File: config.mk
export PLATFORM = sky130hd
export DESIGN_NAME = ps2_rx
export DESIGN_NICKNAME = d
export VERILOG_FILES = /design/src/rtl/ps2_rx.sv
export SDC_FILE = /design/constraint.sdc
export NUM_CORES = 1
export LEC_CHECK = 0
export CAP_MARGIN = 20
export CORE_ASPECT_RATIO = 0.7
export CORE_UTILIZATION = 55
export CTS_CLUSTER_SIZE = 12
export DETAILED_ROUTE_END_ITERATION = 10
export GPL_TIMING_DRIVEN = 1
export PLACE_DENSITY_LB_ADDON = 0.05
export SLEW_MARGIN = 20
export SYNTH_ARGS = -nofsm -noshare
export SYNTH_HDL_FRONTEND = slang
export SYNTH_SLANG_ARGS = --single-unit
export TNS_END_PERCENT = 100
File: constraint.sdc
create_clock -name wb_clk_i -period 3.5 [get_ports wb_clk_i]
set_input_delay 0.7 -clock wb_clk_i [delete_from_list [all_inputs] [get_ports wb_clk_i]]
set_output_delay 0.7 -clock wb_clk_i [all_outputs]
set_load 0.01 [all_outputs]
File: src/rtl/ps2_rx.sv
// PS/2 keyboard receiver: synchronised and glitch-filtered clock, 11-bit frame decode, scancode queue.
// Define PS2_RX_FIFO_EN for a 4-entry FIFO queue; otherwise a single holding register is used.
module ps2_rx #(
    parameter int FILTER  = 8,
    parameter int TIMEOUT = 5000
) (
    input  logic       wb_clk_i,
    input  logic       wb_rst_n_i,
    input  logic       ps2_clk,
    input  logic       ps2_data,
    output logic [7:0] dat_o,
    output logic       rdy_o,
    input  logic       ack_i,
    output logic       err_o,
    output logic       ovf_o,
    input  logic       clr_i
);
    localparam int FW = $clog2(FILTER + 1);
    localparam int TW = $clog2(TIMEOUT + 1);

    localparam logic [1:0] IDLE   = 2'd0;
    localparam logic [1:0] DATA   = 2'd1;
    localparam logic [1:0] PARITY = 2'd2;
    localparam logic [1:0] STOP   = 2'd3;

    logic [1:0]    clk_sync_reg;
    logic [1:0]    data_sync_reg;
    logic          clk_s;
    logic          data_s;
    logic          filt_clk_reg;
    logic [FW-1:0] filt_cnt_reg;
    logic          fall;

    logic [1:0]    state_reg;
    logic [2:0]    bit_cnt_reg;
    logic [7:0]    shift_reg;
    logic          par_ok_reg;
    logic [TW-1:0] to_cnt_reg;
    logic          push_reg;
    logic [7:0]    push_data_reg;
    logic          err_reg;

    logic          pop;
    logic          full;
    logic          wr_en;
    logic          ovf_set;
    logic          ovf_reg;

    assign clk_s  = clk_sync_reg[1];
    assign data_s = data_sync_reg[1];

    always_ff @(posedge wb_clk_i) begin
        if (!wb_rst_n_i) begin
            clk_sync_reg  <= 2'b11;
            data_sync_reg <= 2'b11;
        end else begin
            clk_sync_reg  <= {clk_sync_reg[0], ps2_clk};
            data_sync_reg <= {data_sync_reg[0], ps2_data};
        end
    end

    // The level flips on the FILTER-th consecutive differing sample; that same cycle is the edge.
    assign fall = filt_clk_reg && !clk_s && (filt_cnt_reg == FW'(FILTER - 1));

    always_ff @(posedge wb_clk_i) begin
        if (!wb_rst_n_i) begin
            filt_clk_reg <= 1'b1;
            filt_cnt_reg <= '0;
        end else if (clk_s == filt_clk_reg) begin
            filt_cnt_reg <= '0;
        end else if (filt_cnt_reg == FW'(FILTER - 1)) begin
            filt_clk_reg <= clk_s;
            filt_cnt_reg <= '0;
        end else begin
            filt_cnt_reg <= filt_cnt_reg + 1'b1;
        end
    end

    always_ff @(posedge wb_clk_i) begin
        if (!wb_rst_n_i) begin
            state_reg     <= IDLE;
            bit_cnt_reg   <= '0;
            shift_reg     <= '0;
            par_ok_reg    <= 1'b0;
            to_cnt_reg    <= '0;
            push_reg      <= 1'b0;
            push_data_reg <= '0;
            err_reg       <= 1'b0;
        end else begin
            push_reg <= 1'b0;
            err_reg  <= 1'b0;
            if (fall) begin
                to_cnt_reg <= '0;
                case (state_reg)
                    IDLE: begin
                        if (!data_s) begin
                            state_reg   <= DATA;
                            bit_cnt_reg <= '0;
                        end
                    end
                    DATA: begin
                        shift_reg   <= {data_s, shift_reg[7:1]};
                        bit_cnt_reg <= bit_cnt_reg + 1'b1;
                        if (bit_cnt_reg == 3'd7)
                            state_reg <= PARITY;
                    end
                    PARITY: begin
                        par_ok_reg <= ^{shift_reg, data_s};
                        state_reg  <= STOP;
                    end
                    default: begin
                        if (data_s && par_ok_reg) begin
                            push_reg      <= 1'b1;
                            push_data_reg <= shift_reg;
                        end else begin
                            err_reg <= 1'b1;
                        end
                        state_reg <= IDLE;
                    end
                endcase
            end else if (state_reg != IDLE) begin
                if (to_cnt_reg == TW'(TIMEOUT - 1)) begin
                    err_reg    <= 1'b1;
                    state_reg  <= IDLE;
                    to_cnt_reg <= '0;
                end else begin
                    to_cnt_reg <= to_cnt_reg + 1'b1;
                end
            end else begin
                to_cnt_reg <= '0;
            end
        end
    end

    // A pop in the push cycle frees a slot, so a full queue still accepts the byte.
    assign pop     = ack_i && rdy_o;
    assign wr_en   = push_reg && (!full || pop);
    assign ovf_set = push_reg && full && !pop;

`ifdef PS2_RX_FIFO_EN
    logic [7:0] mem [0:3];
    logic [1:0] wr_ptr_reg;
    logic [1:0] rd_ptr_reg;
    logic [2:0] count_reg;

    always_ff @(posedge wb_clk_i) begin
        if (wr_en)
            mem[wr_ptr_reg] <= push_data_reg;
    end

    always_ff @(posedge wb_clk_i) begin
        if (!wb_rst_n_i) begin
            wr_ptr_reg <= '0;
            rd_ptr_reg <= '0;
            count_reg  <= '0;
        end else begin
            if (wr_en)
                wr_ptr_reg <= wr_ptr_reg + 1'b1;
            if (pop)
                rd_ptr_reg <= rd_ptr_reg + 1'b1;
            case ({wr_en, pop})
                2'b10:   count_reg <= count_reg + 1'b1;
                2'b01:   count_reg <= count_reg - 1'b1;
                default: count_reg <= count_reg;
            endcase
        end
    end

    assign rdy_o = (count_reg != 3'd0);
    assign full  = (count_reg == 3'd4);
    assign dat_o = rdy_o ? mem[rd_ptr_reg] : 8'h00;
`else
    logic [7:0] hold_reg;
    logic       valid_reg;

    always_ff @(posedge wb_clk_i) begin
        if (!wb_rst_n_i) begin
            hold_reg  <= '0;
            valid_reg <= 1'b0;
        end else if (wr_en) begin
            hold_reg  <= push_data_reg;
            valid_reg <= 1'b1;
        end else if (pop) begin
            valid_reg <= 1'b0;
        end
    end

    assign rdy_o = valid_reg;
    assign full  = valid_reg;
    assign dat_o = valid_reg ? hold_reg : 8'h00;
`endif

    // An overflow in the same cycle as clr_i wins.
    always_ff @(posedge wb_clk_i) begin
        if (!wb_rst_n_i)
            ovf_reg <= 1'b0;
        else if (ovf_set)
            ovf_reg <= 1'b1;
        else if (clr_i)
            ovf_reg <= 1'b0;
    end

    assign ovf_o = ovf_reg;
    assign err_o = err_reg;
endmodule

==> metrics.md <==
| Metric | Value |
|---|---|
| Final min period | `2.158 ns` |
| Area growth syn-to-layout | `10.81%` |
| Post-CTS sizing | `0` |
| Commonest non-fill, non-tap cell in the layout | `dfxtp_1` |
| Crit-path max FO | `10` |
| WL per Instance | `13.03 um` |
| Startpoint Class | `register` |
| Leakage | `1.072 nW` |
| Sink Count | `56` |
| Clock latency on the worst-skew pair | `0.31 ns` |
| Hold EP | `clk_sync_reg[1]$_SDFF_PN1_` |
| Final hold slack | `0.4180 ns` |
| Die span in x | `82.96 um` |
| Area leader, netlist | `dfxtp_1` |
| Post-route ant nets | `0` |
| Worst-Margin Slew | `0.5451 ns` |
| Setup crit start | `rdy_o$_SDFFE_PN0P_` |
| H-tree levels | `2` |
| DR iter-0 viols | `79` |
| Distinct cell type count after synthesis | `44` |
| Most frequent cells in the layout | `dfxtp_1 (56), nor2b_1 (21), nor2_1 (19), nand2_1 (19), mux2i_1 (18)` |
| RR Endpoint | `state_reg[0]$_SDFFE_PN0P_` |
| Antenna diode count | `0` |
| Setup Skew | `0.006444 ns` |
| Largest net degree at the start of global routing | `47` |
| Final Routed Wirelength | `4236 um` |
| GRT Resource Usage Total | `19.10%` |
| Min-delay src | `clk_sync_reg[0]$_SDFF_PN1_` |
| Number of post-CTS setup repair buffers | `0` |
| Final Max Tran Viols | `0` |
| R2R Path Start | `state_reg[0]$_SDFFE_PN0P_` |
| Worst vdd ir | `268.5 uV` |
| #FFs+latches synth | `56` |
| Ratio of cells with drive above 1 in the final layout | `7.037%` |
| Routability cong. | `0.7729` |
| Drt via density | `5.175` |
| CP Class | `reg2out` |
| Max reg flops | `13` |
| R2r setup slk | `1.71 ns` |
| Placed Instances | `317` |
| Share of the synthesized area in the top cell type | `44.42%` |
| CTS Buffer Depth | `2` |
| Crit-path slowest cell | `clkdlybuf4s50_1` |
| Cell Rows | `20` |
| Top Ports | `17` |
| Mapped Avg Cell Area | `9.820 sq um` |
| HPWL after DPL | `2970 um` |
| Dpl cell area | `0.002685 sq mm` |
| PD cells | `387.0 mW/mm^2` |
| Endpoints failing hold | `0` |
| Die area | `0.004868 sq mm` |
| Hold/Removal Path Class | `reg2reg` |
| RSZ-0062 raised after global routing | `no` |
| Dominant cells by area after synthesis | `dfxtp_1 (44%), mux2i_1 (7.1%), nor2b_1 (5.2%), ha_1 (4.5%), xnor2_1 (4.2%)` |
| Synth warn | `0` |
| Outcome | `completed` |
| Setup TNS | `0 ns` |
| Overflow after GRT | `0` |
| Final non-filler cell total | `325` |
| Relative slew slack | `63.66%` |
| CP max stage delay | `0.53 ns` |
| Cts-stage hold buffer count | `0` |
| Std-Cell Core Area | `0.004379 sq mm` |
| Critical path cell sequence | `and2_1 > clkdlybuf4s50_1` |
| Worst Reg-to-Reg Cells | `6` |
| Max-cap viol count | `0` |
| Root Buffer Master | `clkbuf_8` |
| Final worst slack | `1.342 ns` |
| Initial cell density of the core | `57.63%` |
| Fmax | `463.3 MHz` |
| CTS tree | `yes` |
| Clock slew at reported path FFs | `0.10 ns` |
| Critical Path AT | `1.46 ns` |
| Worst EP required | `2.80 ns` |
| Nets | `284` |
| CP Capture Type | `primary output` |
| TritonCTS Buffers | `5` |
| Die Y | `58.68 um` |
| Pre-CTS setup slack | `1.299 ns` |
| Design area | `0.002796 sq mm` |
| Post-Syn Area | `0.002524 sq mm` |
| Synth Instances | `257` |
| First-pass GRT wire length | `7231 um` |
| Synthesized Nets | `272` |
| First-pass DRT Iterations | `4` |
| Drc violations | `0` |
| Total number of vias | `1682` |
| Final setup violation count | `0` |
| Final period utilization | `61.67%` |
| Worst hold path cell count | `1` |
| Number of global-route vias before repair | `1524` |
| Post-layout util | `63.86%` |
| Port Buffers | `16` |
| Initial antenna violation count | `0` |
| Seq/Total Area, Yosys | `44.42%` |
| Final Power | `1.082 mW` |
## metal layers
metal	global-route usage [%]	vias to the layer above	share of wire, %
met5	0	-	0
met4	7.389	0	1.3
met3	4.628	7	2.6
met2	25.06	17	37
met1	29.64	763	59
li1	-	895	-
## final cells by class
cell class / count / area [sq um]
multi-input cells: 183 / 1305
repair buffers: 17 / 167.7
clock buffers: 5 / 68.82
fillers: 379 / 1583
clock inverters: 3 / 42.54
flip-flops and latches: 56 / 1121
inverters: 6 / 22.52
well taps: 55 / 68.82
## worst max-delay path, delay by kind of cell (launching register included)
family	cells	cell delay [ns]
buffers and inverters	1	0.53
DFF	1	0.46
and+or+nand+nor	1	0.16
## worst max path at each step
stage	endpoint	slack, ns	cells after the start
after floorplan	to_cnt_reg[10]$_SDFF_PP0_	1.97	5
after global placement	to_cnt_reg[5]$_SDFF_PP0_	1.32	5
after detailed placement	hold_reg[3]$_SDFFE_PN0P_	1.30	5
after CTS	dat_o[6]	1.31	2
after global routing	dat_o[4]	1.23	2
final	dat_o[6]	1.34	2
## power by group
part	internal, mW	switching (mW)
logic	0.0132	0.00930
clock network	0.212	0.207
registers	0.639	0.00166
## cell usage after synthesis (all sizes together)
cell and count:
dfxtp 56, nand2 21, nor2b 21, nor2 19, mux2i 18, nand3 16, xnor2 12, and2 11
a21boi 9, ha 9, nand4 7, buf 6, clkbuf 6, inv 6, xor2 6, nand2b 5
nor3 5, nand3b 3, a32oi 2, and3 2, nor3b 2, nor4 2, nor4b 2, o211ai 2
o21ai 2, a21oi 1, a2bb2oi 1, and4b 1, nand4bb 1, o21a 1, o311ai 1, xnor3 1
## kinds of logic (layout without fill, tap and decap cells)
logic type               after synthesis  in the layout  synth area share [%]
XOR/XNOR                              19             19                 7.139
AO/OA/AOI/OAI                         19             19                 5.800
buffers and inverters                 18             31                 3.867
adder cells (fa/ha/maj)                9              9                 4.462
multiplexers                          18             18                 7.139
AND/OR/NAND/NOR                      118            118                 27.17
flip-flops                            56             56                 44.42
Note: power is estimated with default switching activity, not from simulation.
